File: config.mk
export PLATFORM = sky130hd
export DESIGN_NAME = pte_mem_responder
export DESIGN_NICKNAME = d
export VERILOG_FILES = /design/src/rtl/pte_mem_responder.sv
export SDC_FILE = /design/constraint.sdc
export NUM_CORES = 1
export LEC_CHECK = 0
export CORE_AREA = 5 5 145 147
export DETAILED_ROUTE_END_ITERATION = 6
export DIE_AREA = 0 0 150 152
export PLACE_DENSITY = 0.79
export SLEW_MARGIN = 20
export SYNTH_ARGS = -nofsm -noshare
export SYNTH_HDL_FRONTEND = slang
export SYNTH_SLANG_ARGS = --single-unit
File: constraint.sdc
create_clock -name CLK -period 2.8 [get_ports CLK]
set_input_delay 0.84 -clock CLK [delete_from_list [all_inputs] [get_ports CLK]]
set_output_delay 0.84 -clock CLK [all_outputs]
set_load 0.1 [all_outputs]
File: src/rtl/pte_mem_responder.sv
// PTE memory responder between the MMU page walker and the DRAM arbiter PTE port.
// One request at a time, single-request DRAM handshake, one-entry PTE buffer.
//
//   state | meaning
//   ------+-------------------------------------------------------------
//   IDLE  | waiting for a walker request
//   REQ   | DRAM request presented, waiting for i_dram_ack
//   RWAIT | read accepted by DRAM, waiting for i_dram_rvalid
//   DONE  | completion cycle (o_done=1); a buffer hit spends one extra
//         | busy cycle here first so hit and miss share the same latency floor
module pte_mem_responder #(
    parameter int ADDR_W = 32,
    parameter int DATA_W = 32,
    parameter bit BUF_EN = 1'b1
) (
    input  logic              CLK,
    input  logic              RST_X,
    input  logic              i_req,
    input  logic              i_we,
    input  logic [ADDR_W-1:0] i_addr,
    input  logic [DATA_W-1:0] i_wdata,
    input  logic              i_flush,
    output logic              o_busy,
    output logic [DATA_W-1:0] o_rdata,
    output logic              o_done,
    output logic              o_dram_req,
    output logic              o_dram_we,
    output logic [ADDR_W-1:0] o_dram_addr,
    output logic [DATA_W-1:0] o_dram_wdata,
    input  logic              i_dram_ack,
    input  logic              i_dram_rvalid,
    input  logic [DATA_W-1:0] i_dram_rdata
);

    localparam int WA_W = ADDR_W - 2;

    typedef enum logic [1:0] {
        IDLE  = 2'd0,
        REQ   = 2'd1,
        RWAIT = 2'd2,
        DONE  = 2'd3
    } state_e;

    state_e              state_q;
    logic                we_q;
    logic [WA_W-1:0]     addr_q;
    logic [DATA_W-1:0]   wdata_q;
    logic                hit_wait_q;
    logic                flushed_q;

    logic                buf_valid_q;
    logic [WA_W-1:0]     buf_addr_q;
    logic [DATA_W-1:0]   buf_data_q;

    logic                busy_q;
    logic                done_q;
    logic [DATA_W-1:0]   rdata_q;
    logic                dram_req_q;
    logic                dram_we_q;
    logic [ADDR_W-1:0]   dram_addr_q;
    logic [DATA_W-1:0]   dram_wdata_q;

    logic [WA_W-1:0]     req_word;
    logic                buf_hit;
    logic                install_ok;
    logic                unused_addr_lsb;

    assign req_word        = i_addr[ADDR_W-1:2];
    assign unused_addr_lsb = ^i_addr[1:0];

    // A flush arriving with the request wins over a hit.
    assign buf_hit    = BUF_EN && buf_valid_q && !i_flush && (buf_addr_q == req_word);
    // Data from a transaction that saw a flush while in flight is stale to the buffer.
    assign install_ok = BUF_EN && !flushed_q && !i_flush;

    always_ff @(posedge CLK or negedge RST_X) begin
        if (!RST_X) begin
            state_q      <= IDLE;
            we_q         <= 1'b0;
            addr_q       <= '0;
            wdata_q      <= '0;
            hit_wait_q   <= 1'b0;
            flushed_q    <= 1'b0;
            buf_valid_q  <= 1'b0;
            buf_addr_q   <= '0;
            buf_data_q   <= '0;
            busy_q       <= 1'b0;
            done_q       <= 1'b0;
            rdata_q      <= '0;
            dram_req_q   <= 1'b0;
            dram_we_q    <= 1'b0;
            dram_addr_q  <= '0;
            dram_wdata_q <= '0;
        end else begin
            done_q <= 1'b0;
            if (i_flush) begin
                buf_valid_q <= 1'b0;
            end

            case (state_q)
                IDLE: begin
                    if (i_req) begin
                        we_q      <= i_we;
                        addr_q    <= req_word;
                        wdata_q   <= i_wdata;
                        flushed_q <= 1'b0;
                        busy_q    <= 1'b1;
                        if (!i_we && buf_hit) begin
                            rdata_q    <= buf_data_q;
                            hit_wait_q <= 1'b1;
                            state_q    <= DONE;
                        end else begin
                            dram_req_q   <= 1'b1;
                            dram_we_q    <= i_we;
                            dram_addr_q  <= {req_word, 2'b00};
                            dram_wdata_q <= i_wdata;
                            state_q      <= REQ;
                        end
                    end
                end

                REQ: begin
                    if (i_flush) begin
                        flushed_q <= 1'b1;
                    end
                    if (i_dram_ack) begin
                        dram_req_q   <= 1'b0;
                        dram_we_q    <= 1'b0;
                        dram_addr_q  <= '0;
                        dram_wdata_q <= '0;
                        if (we_q) begin
                            if (install_ok) begin
                                buf_valid_q <= 1'b1;
                                buf_addr_q  <= addr_q;
                                buf_data_q  <= wdata_q;
                            end
                            busy_q  <= 1'b0;
                            done_q  <= 1'b1;
                            state_q <= DONE;
                        end else if (i_dram_rvalid) begin
                            rdata_q <= i_dram_rdata;
                            if (install_ok) begin
                                buf_valid_q <= 1'b1;
                                buf_addr_q  <= addr_q;
                                buf_data_q  <= i_dram_rdata;
                            end
                            busy_q  <= 1'b0;
                            done_q  <= 1'b1;
                            state_q <= DONE;
                        end else begin
                            state_q <= RWAIT;
                        end
                    end
                end

                RWAIT: begin
                    if (i_flush) begin
                        flushed_q <= 1'b1;
                    end
                    if (i_dram_rvalid) begin
                        rdata_q <= i_dram_rdata;
                        if (install_ok) begin
                            buf_valid_q <= 1'b1;
                            buf_addr_q  <= addr_q;
                            buf_data_q  <= i_dram_rdata;
                        end
                        busy_q  <= 1'b0;
                        done_q  <= 1'b1;
                        state_q <= DONE;
                    end
                end

                DONE: begin
                    if (hit_wait_q) begin
                        hit_wait_q <= 1'b0;
                        busy_q     <= 1'b0;
                        done_q     <= 1'b1;
                    end else begin
                        state_q <= IDLE;
                    end
                end

                default: begin
                    state_q <= IDLE;
                end
            endcase
        end
    end

    assign o_busy       = busy_q;
    assign o_done       = done_q;
    assign o_rdata      = rdata_q;
    assign o_dram_req   = dram_req_q;
    assign o_dram_we    = dram_we_q;
    assign o_dram_addr  = dram_addr_q;
    assign o_dram_wdata = dram_wdata_q;

endmodule

==> flow_metrics.tcl <==
set metrics [dict create \
    final.setup_skew_ns 0.0126 \
    hold_path.class "in2async" \
    cts_resized 0 \
    vias 6343 \
    grt_first_pass_wirelength_microns 36900 \
    synth_compound_area_frac 0.0903 \
    final.setup.tns_ns 0 \
    p_leak_nw 6.02 \
    dpl.hpwl_microns 15600 \
    timing_hold_violations_final 0 \
    synth_area_per_cell_sq_um 14.2 \
    max_slew_margin 0.574 \
    worstPathArrival_ns 3.05 \
    ant_nets 0 \
    drtIter0Drc 310 \
    drcViolationCount 0 \
    num_rows 52 \
    grt_pass1_vias 6847 \
    rr_startpoint "state_q[1]" \
    synth_edf_count 0 \
    synth_simple_gate_area_frac 0.0321 \
    synth_warnings 0 \
    crit_fanout 19 \
    synth_top_family_by_area "multiplexers" \
    grt_max_degree 77 \
    setup_viol 0 \
    tightest_slew_ns 0.640 \
    endpoint_kind "flop" \
    die_h_microns 152 \
    grt_overflow_total 0 \
    yosysUniqueCellTypes 39 \
    power_density_nw_per_um2 1410 \
    rsz0062_at_grt "no" \
    synthAdderAreaFrac 0.00639 \
    die_w_microns 150 \
    layout.nets 1017 \
    core-area_sq_um 19800 \
    fin_area_sq_um 12900 \
    max_cap_viol_count 0 \
    drv_slew 0 \
    peakVddDrop_mv 0.732 \
    fill_cells 1552 \
    dieArea_sq_um 22800 \
    final_common_cell "dfrtp_1" \
    area_growth_pct 31.4 \
    clock_latency_ns 0.51 \
    antenna_found_initial 2 \
    postPlaceCellArea_sq_um 12000 \
    drive_gt1_frac 0.374 \
    pre_cts_ws_ns -0.349 \
    fin_ws_ns 0.186 \
    synth_cells 689 \
    fmax_ghz 0.382 \
    cts_buffers 24 \
    synth_xor_area_frac 0.0268 \
    cts_hold_buf 0 \
    path_clk_slew_ns 0.06 \
    htree_num_levels 1 \
    ys_ff_latch 228 \
    worstRegToRegCells 8 \
    start_util 0.495 \
    grt_use_total 0.200 \
    clock-root-buffer "clkbuf_16" \
    r2r_setup_slack_ns 0.52 \
    min_period_ns 2.61 \
    drt_pass1_iterations 5 \
    timing.final.crit_share 0.934 \
    critical_path_class "in2reg" \
    finalWeightedCongestion 0.775 \
    status "finished clean" \
    cts_tree "done" \
    rr_endpoint "buf_addr_q[1]" \
    drt-vias-per-instance 5.29 \
    crit_required_ns 3.24 \
    startpoint "i_addr[2]" \
    port_buffers 198 \
    syn_area_sq_um 9790 \
    cts_setup_buffers 0 \
    wl_per_cell_microns 19.1 \
    synth.yosys.seq_area_share 0.583 \
    clock_sinks 228 \
    muxShareOfSynthArea 0.227 \
    io-pin-count 203 \
    final_cell_mix "dfrtp_1, mux2_2, buf_4" \
    start_kind "input port" \
    synthFlopType "dfrtp_1" \
    route.final.wire_length_microns 22900 \
    async_flop_share 1.00 \
    clockBufferDepth 3 \
]
-- metrics by stage --
stage / utilization / hold slack (ns) / std cells / power [mW]
final: 0.650 / 0.282 / 1199 / 18.1
after global routing: 0.650 / 0.340 / 1198 / 19.0
after CTS: 0.650 / 0.319 / 1197 / 18.3
after detailed placement: 0.608 / 0.466 / 1153 / 14.9
after global placement: 0.608 / 0.457 / 1153 / 14.7
after floorplan: - / 0.446 / 690 / 12.8
-- cells by family (layout without fill, tap and decap cells) --
logic type / after synthesis / after routing
compound gates: 118 / 118
xor+xnor: 30 / 30
fa+ha+maj: 5 / 5
buf+inv: 52 / 289
flops: 228 / 228
mux: 191 / 191
other cells: 1 / 4
simple gates: 64 / 64
-- cell type report --
class | count | area [sq um] | share of cell area
repair buffers | 238 | 2180 | 0.169
multi-input cells | 410 | 3780 | 0.294
well taps | 270 | 338 | 0.0263
flip-flops and latches | 228 | 5710 | 0.443
clock buffers | 32 | 692 | 0.0538
diodes | 2 | 5.00 | 0.000389
clock inverters | 12 | 143 | 0.0111
inverters | 7 | 26.3 | 0.00204
-- sequential cells by signal, indices dropped and copies added, names as in the netlist --
| signal | count |
|---|---|
| buf_data_q | 32 |
| o_dram_wdata | 32 |
| o_rdata | 32 |
| wdata_q | 32 |
| addr_q | 30 |
| buf_addr_q | 30 |
| o_dram_addr | 30 |
| state_q | 2 |
| buf_valid_q | 1 |
| flushed_q | 1 |
| hit_wait_q | 1 |
| o_busy | 1 |
| o_done | 1 |
| o_dram_req | 1 |
| o_dram_we | 1 |
| we_q | 1 |
-- synthesized netlist by cell type, types with 2 or more instances --
library cell / instances / area (sq um)
nor2b_1: 2 / 12.5
a22o_1: 63 / 552
mux2_4: 30 / 450
dfrtp_1: 228 / 5710
buf_4: 2 / 15.0
clkbuf_1: 16 / 60.1
buf_6: 10 / 113
inv_1: 7 / 26.3
mux2_2: 127 / 1430
buf_12: 3 / 60.1
a21oi_1: 6 / 30.0
o211ai_1: 2 / 15.0
nand2_1: 40 / 150
a22oi_1: 2 / 15.0
o21ai_0: 37 / 185
o21a_1: 2 / 15.0
mux2i_1: 34 / 340
xnor2_1: 30 / 263
buf_2: 9 / 45.0
nor2_1: 5 / 18.8
nor4_2: 2 / 25.0
buf_1: 4 / 15.0
nand4_1: 7 / 43.8
nor3b_1: 2 / 15.0
ha_1: 5 / 62.6
-- power by group --
| part | leakage, nW | switching (mW) | internal, mW | total, mW |
|---|---|---|---|---|
| sequential | 2.86 | 0.797 | 4.71 | 5.51 |
| clock | 0.418 | 1.28 | 2.02 | 3.30 |
| combinational | 2.74 | 5.87 | 3.47 | 9.34 |
-- layer usage --
metal	up-vias	part of all wire	GRT usage
met3	36	0.062	0.0447
met2	174	0.48	0.334
li1	2931	-	-
met4	2	0.016	0.0458
met5	-	0.00048	0
met1	3200	0.44	0.269
-- critical path, cell delays in order --
cell and delay (ns):
clkdlybuf4s50_1 0.61, xnor2_1 0.17, nand4_1 0.16, nor4_2 0.32, nand2_2 0.13, buf_4 0.17
a31oi_4 0.18, buf_4 0.29, a22o_1 0.18
-- worst max-delay path by stage --
| stage | endpoint | cells after the start | slack, ns |
|---|---|---|---|
| after floorplan | o_rdata[10] | 7 | 0.44 |
| after global placement | o_dram_wdata[25] | 9 | -0.31 |
| after detailed placement | o_dram_wdata[16] | 9 | -0.35 |
| after CTS | o_dram_wdata[15] | 9 | 0.17 |
| after global routing | o_dram_wdata[5] | 9 | 0.05 |
| final | o_dram_wdata[15] | 9 | 0.19 |
(Power assumes the default switching activity.)
